File: src/rtl/amuxbus_arbiter.sv
// Round-robin owner of one analog mux bus with break-before-make dead time around every switch change.
// Grant follows a sampled request by BBM_CYCLES edges; requesters hold req level (no handshake), preempted ones must drop req first.
module amuxbus_arbiter #(
  parameter int N_REQ      = 4,
  parameter int BBM_CYCLES = 4,
  parameter int MAX_HOLD   = 0
) (
  input  logic                     clk,
  input  logic                     rst_n,
  input  logic                     en,
  input  logic [N_REQ-1:0]         req,
  output logic [N_REQ-1:0]         gnt,
  output logic [N_REQ-1:0]         sw_en,
  output logic [$clog2(N_REQ)-1:0] owner_id,
  output logic                     busy,
  output logic                     preempt
);

  localparam int          IDW      = $clog2(N_REQ);
  localparam logic [7:0]  BBM_INIT = 8'(BBM_CYCLES - 1);
  localparam logic [15:0] HOLD_LIM = (MAX_HOLD == 0) ? 16'd0 : 16'(MAX_HOLD - 1);

  typedef enum logic [1:0] {S_IDLE, S_MAKE, S_OWN, S_BREAK} state_t;

  state_t           state_q;
  logic [IDW-1:0]   owner_q;
  logic [IDW-1:0]   rr_q;
  logic [N_REQ-1:0] gnt_q;
  logic [N_REQ-1:0] mask_q;
  logic [N_REQ-1:0] mask_d;
  logic [7:0]       bbm_cnt_q;
  logic [15:0]      hold_cnt_q;
  logic             busy_q;
  logic             preempt_q;

  logic [N_REQ-1:0] elig;
  logic [N_REQ-1:0] owner_oh;
  logic             win_vld;
  logic [IDW-1:0]   win_idx;
  logic [IDW-1:0]   cand;
  logic             others_wait;
  logic             timeout;
  logic             own_drop;
  logic             preempt_now;

  assign elig        = req & ~mask_q;
  assign owner_oh    = N_REQ'(1) << owner_q;
  assign others_wait = |(req & ~mask_q & ~owner_oh);
  assign timeout     = (MAX_HOLD != 0) && (hold_cnt_q == HOLD_LIM) && others_wait;
  assign own_drop    = !req[owner_q] || !en;
  // A request drop (or disable) on the timeout edge is an ordinary release, not a preemption.
  assign preempt_now = (state_q == S_OWN) && !own_drop && timeout;

  // Search starts just after the last owner, so that owner ends up lowest priority.
  always_comb begin
    win_vld = 1'b0;
    win_idx = '0;
    cand    = '0;
    for (int i = N_REQ; i >= 1; i--) begin
      cand = IDW'((int'(rr_q) + i) % N_REQ);
      if (elig[cand]) begin
        win_vld = 1'b1;
        win_idx = cand;
      end
    end
  end

  always_comb begin
    mask_d = mask_q & req;
    if (preempt_now) mask_d[owner_q] = 1'b1;
  end

  always_ff @(posedge clk or negedge rst_n) begin
    if (!rst_n) begin
      state_q    <= S_IDLE;
      owner_q    <= '0;
      rr_q       <= IDW'(N_REQ - 1);
      gnt_q      <= '0;
      mask_q     <= '0;
      bbm_cnt_q  <= '0;
      hold_cnt_q <= '0;
      busy_q     <= 1'b0;
      preempt_q  <= 1'b0;
    end else begin
      mask_q    <= mask_d;
      preempt_q <= preempt_now;
      case (state_q)
        S_IDLE: begin
          if (en && win_vld) begin
            owner_q   <= win_idx;
            bbm_cnt_q <= BBM_INIT;
            state_q   <= S_MAKE;
            busy_q    <= 1'b1;
          end
        end
        S_MAKE: begin
          if (own_drop) begin
            state_q <= S_IDLE;
            owner_q <= '0;
            busy_q  <= 1'b0;
          end else if (bbm_cnt_q == 8'd0) begin
            state_q    <= S_OWN;
            gnt_q      <= owner_oh;
            hold_cnt_q <= '0;
            rr_q       <= owner_q;
          end else begin
            bbm_cnt_q <= bbm_cnt_q - 8'd1;
          end
        end
        S_OWN: begin
          if (own_drop || timeout) begin
            gnt_q     <= '0;
            bbm_cnt_q <= BBM_INIT;
            state_q   <= S_BREAK;
          end else if (hold_cnt_q != 16'hFFFF) begin
            hold_cnt_q <= hold_cnt_q + 16'd1;
          end
        end
        S_BREAK: begin
          if (bbm_cnt_q == 8'd0) begin
            state_q <= S_IDLE;
            owner_q <= '0;
            busy_q  <= 1'b0;
          end else begin
            bbm_cnt_q <= bbm_cnt_q - 8'd1;
          end
        end
        default: begin
          state_q <= S_IDLE;
          gnt_q   <= '0;
          busy_q  <= 1'b0;
        end
      endcase
    end
  end

  assign gnt      = gnt_q;
  assign sw_en    = gnt_q;
  assign owner_id = owner_q;
  assign busy     = busy_q;
  assign preempt  = preempt_q;

endmodule

File: config.mk
export PLATFORM = sky130hd
export DESIGN_NAME = amuxbus_arbiter
export DESIGN_NICKNAME = d
export VERILOG_FILES = /design/src/rtl/amuxbus_arbiter.sv
export SDC_FILE = /design/constraint.sdc
export NUM_CORES = 1
export LEC_CHECK = 0
export BUFFER_PORTS_ARGS = -buffer_cell sky130_fd_sc_hd__buf_2
export CAP_MARGIN = 20
export CORE_AREA = 2 2 62 64
export DETAILED_ROUTE_END_ITERATION = 10
export DIE_AREA = 0 0 64 66
export PLACE_DENSITY = 0.74
export RECOVER_POWER = 50
export SLEW_MARGIN = 30
export SYNTH_ARGS = -nofsm -noshare
export SYNTH_HDL_FRONTEND = slang
export SYNTH_SLANG_ARGS = --single-unit
File: constraint.sdc
create_clock -name clk -period 2.7 [get_ports clk]
set_clock_uncertainty 0.05 [all_clocks]
set_input_delay 0.54 -clock clk [delete_from_list [all_inputs] [get_ports clk]]
set_output_delay 0.54 -clock clk [all_outputs]
set_load 0.05 [all_outputs]
==> results.toml <==
[sta]
finalCritPeriodShare_pct = 85.4
fmax_mhz = 434
fin_crit_ns = 2.31
setup_viol = 0
worst_pin_slew_ns = 1.27
rsz0062_at_grt = "false"
slew_violations = 0
hold_viol = 0
setup-tns-final_ns = 0
max-slew-margin-rel_pct = 15.3

[final_layout]
antennaDiodeCount = 0
drive_above_1_share_pct = 16.7
fin_nets = 183
regArea_um2 = 578
multiInputGateArea_um2 = 862
fillers = 338
areaGrowthSynthToFinish_pct = 7.11
postLayoutCoreUtil_pct = 46.2

[detailed_routing]
drtAntennaViolNets = 0
routed_wl_mm = 3.18
first_pass_iters = 4
drc = 0
dr_total_vias = 1246
drt_iter0_markers = 44
wire_per_inst_um = 14.7
via_per_inst = 5.77

[cts]
cts-htree-levels = 1
post_cts_resized = 0
post_cts_buffers = 0
path_clk_slew_ns = 0.14
cts_buffer_depth = 2
worstSkewPairLatency_ns = 0.32
clock-sinks = 23
cts_tree = "done"
cts_hold_buf = 0
cts_buffers = 3
cts_root_buffer = "clkbuf_4"

[die]
coreArea_um2 = 3550
initial_core_util_pct = 43.1
io_pins = 19
die_width_um = 64
rows = 22
die_area_um2 = 4220
die_height_um = 66

[worst_hold_path]
hold_path_class = "in2async"

[pwr]
leakagePower_nw = 0.756
cellPowerDensity_nw_per_um2 = 1120
swShare_pct = 51.5
pwr-share-comb_pct = 59.2
p_switching_w = 0.000944
clock_power_share_pct = 9.2
peakVddDrop_mv = 0.609
p_int_w = 0.000887
pwr-share-seq_pct = 31.6

[setup_path]
critPathTopFamily = "simple AND/OR/NAND/NOR gates"
r2r_setup_slack_ns = 0.39
end_kind = "flop"
cp.arrival_ns = 2.47
cp-start-kind = "flop"
cp_max_fo = 7
worstPathRequired_ns = 2.87
crit-reg2reg-capture = "bbm_cnt_q[0]"
critPathKind = "reg2reg"
max_stage_delay_ns = 0.42
reg2reg_from = "bbm_cnt_q[0]"
slowest_stage = "dfrtp_1"
cp_num_buf_inv = 1
rr_worst_depth = 7
worstPathCellList = "inv_1 > ha_1 > nor3b_1 > nand2_1 > a21oi_2 > nor2_1 > mux2_1"

[synth]
synth_edf_count = 0
syn_nets = 170
avgSynthCellArea_um2 = 9.82
post_synth_num_cell_types = 51
synthArstFlopShare_pct = 100
yosysSeqAreaShare_pct = 37.7
synthFlopType = "dfrtp_1"
syn_inst = 156
synth_warnings = 0
ys_ff_latch = 23
syn_area_um2 = 1530

[placed_design]
gp_congestion = 0.845
place_hpwl_mm = 2.44
port-buffer-count = 17

[run]
drv_cap = 0

[global_route]
grt_pass1_vias = 1192
overflow = 0
antenna_found_initial = 0
track_usage_pct = 16.0
grt_pass1_wl_mm = 5.34
grt_max_degree = 24

[status]
status = "complete, no violations"
## cells in the final DEF (no fill, tap or decap), types with 3 or more instances in the layout
master     n
a21oi_1    3
a41oi_1    3
mux2_1     8
clkbuf_4   3
or3_1      4
dfrtp_1   21
nor2_1     7
nand2_1   15
inv_1      8
a21o_1     3
nand3_1    8
ha_1       7
o211ai_1   4
o21ai_1    3
and2_0     3
a31oi_1    4
nand2b_1   4
o31ai_1    4
buf_2     15
## synth_stat cells (3+ instances only)
master,number,area share [%]
a21o_1,3,1.5
a21oi_1,3,0.98
a31oi_1,4,1.6
a41oi_1,3,1.7
and2_1,5,2.0
buf_4,5,2.5
dfrtp_1,21,34
ha_1,7,5.7
inv_1,8,2.0
mux2_1,8,5.9
nand2_1,15,3.7
nand2b_1,4,1.6
nand3_1,8,2.6
nor2_1,7,1.7
o211ai_1,4,2.0
o21ai_1,3,0.98
o31ai_1,4,2.0
or3_1,4,1.6
## through the flow
stage / hold slack, ns / cells / setup WS (ns) / power [W] / instance area, µm²
floorplan: 0.194 / 156 / 0.499 / 0.00147 / 1530
global placement: 0.415 / 212 / 0.548 / 0.00162 / 1620
detailed placement: 0.421 / 212 / 0.443 / 0.00167 / 1620
CTS: 0.124 / 216 / 0.427 / 0.00184 / 1640
global route: 0.424 / 216 / 0.111 / 0.00198 / 1640
finish: 0.408 / 216 / 0.394 / 0.00183 / 1640
## routing by layer
metal  up-vias  GRT usage (%)  wire (µm)
li1        604              -          -
met3         2           3.58        121
met5         -              0          0
met1       609           19.6       1420
met2        31           29.3       1630
met4         0           2.45         14
## worst max-delay path by stage
stage               cells after the start            to    startpoint
finish                                  7  bbm_cnt_q[0]  bbm_cnt_q[0]
global route                            7  bbm_cnt_q[0]  bbm_cnt_q[0]
CTS                                     7  bbm_cnt_q[0]  bbm_cnt_q[0]
detailed placement                      7  bbm_cnt_q[0]  bbm_cnt_q[0]
global placement                        6  bbm_cnt_q[6]        req[3]
floorplan                               6  bbm_cnt_q[6]   owner_id[1]
## final cells by class
| class | count | area share, % |
|---|---|---|
| well taps | 48 | 3.66 |
| clock inverters | 1 | 0.305 |
| inverters | 8 | 1.83 |
| repair buffers | 17 | 5.03 |
| flip-flops and latches | 23 | 35.2 |
| clock buffers | 3 | 1.37 |
| multi-input cells | 116 | 52.6 |
## logic make-up (layout without fill, tap and decap cells)
kind of cell | after synthesis | in the layout | share of synthesized area (%)
and+or+nand+nor | 58 | 58 | 20.7
AOI/OAI and AO/OA | 40 | 40 | 20.8
DFF | 23 | 23 | 37.7
buffers and inverters | 17 | 29 | 5.96
muxes | 10 | 10 | 8.82
adders and majority gates | 7 | 7 | 5.72
other | 1 | 1 | 0.245
## flip-flops by register name, indices dropped and copies added (netlist names), named ones only
name and cells:
owner_id 2, state_q 1, gnt 4, mask_q 4, rr_q 2, bbm_cnt_q 8, busy 1
## power groups by stage
stage	clock network [W]	logic, W	registers, W
after floorplan	0	0.000790	0.000680
after global placement	0	0.00104	0.000580
after detailed placement	0	0.00109	0.000586
after CTS	0.000176	0.00109	0.000579
after global routing	0.000188	0.00119	0.000603
final	0.000168	0.00108	0.000579
No activity file was read; power rests on OpenSTA's default activity.
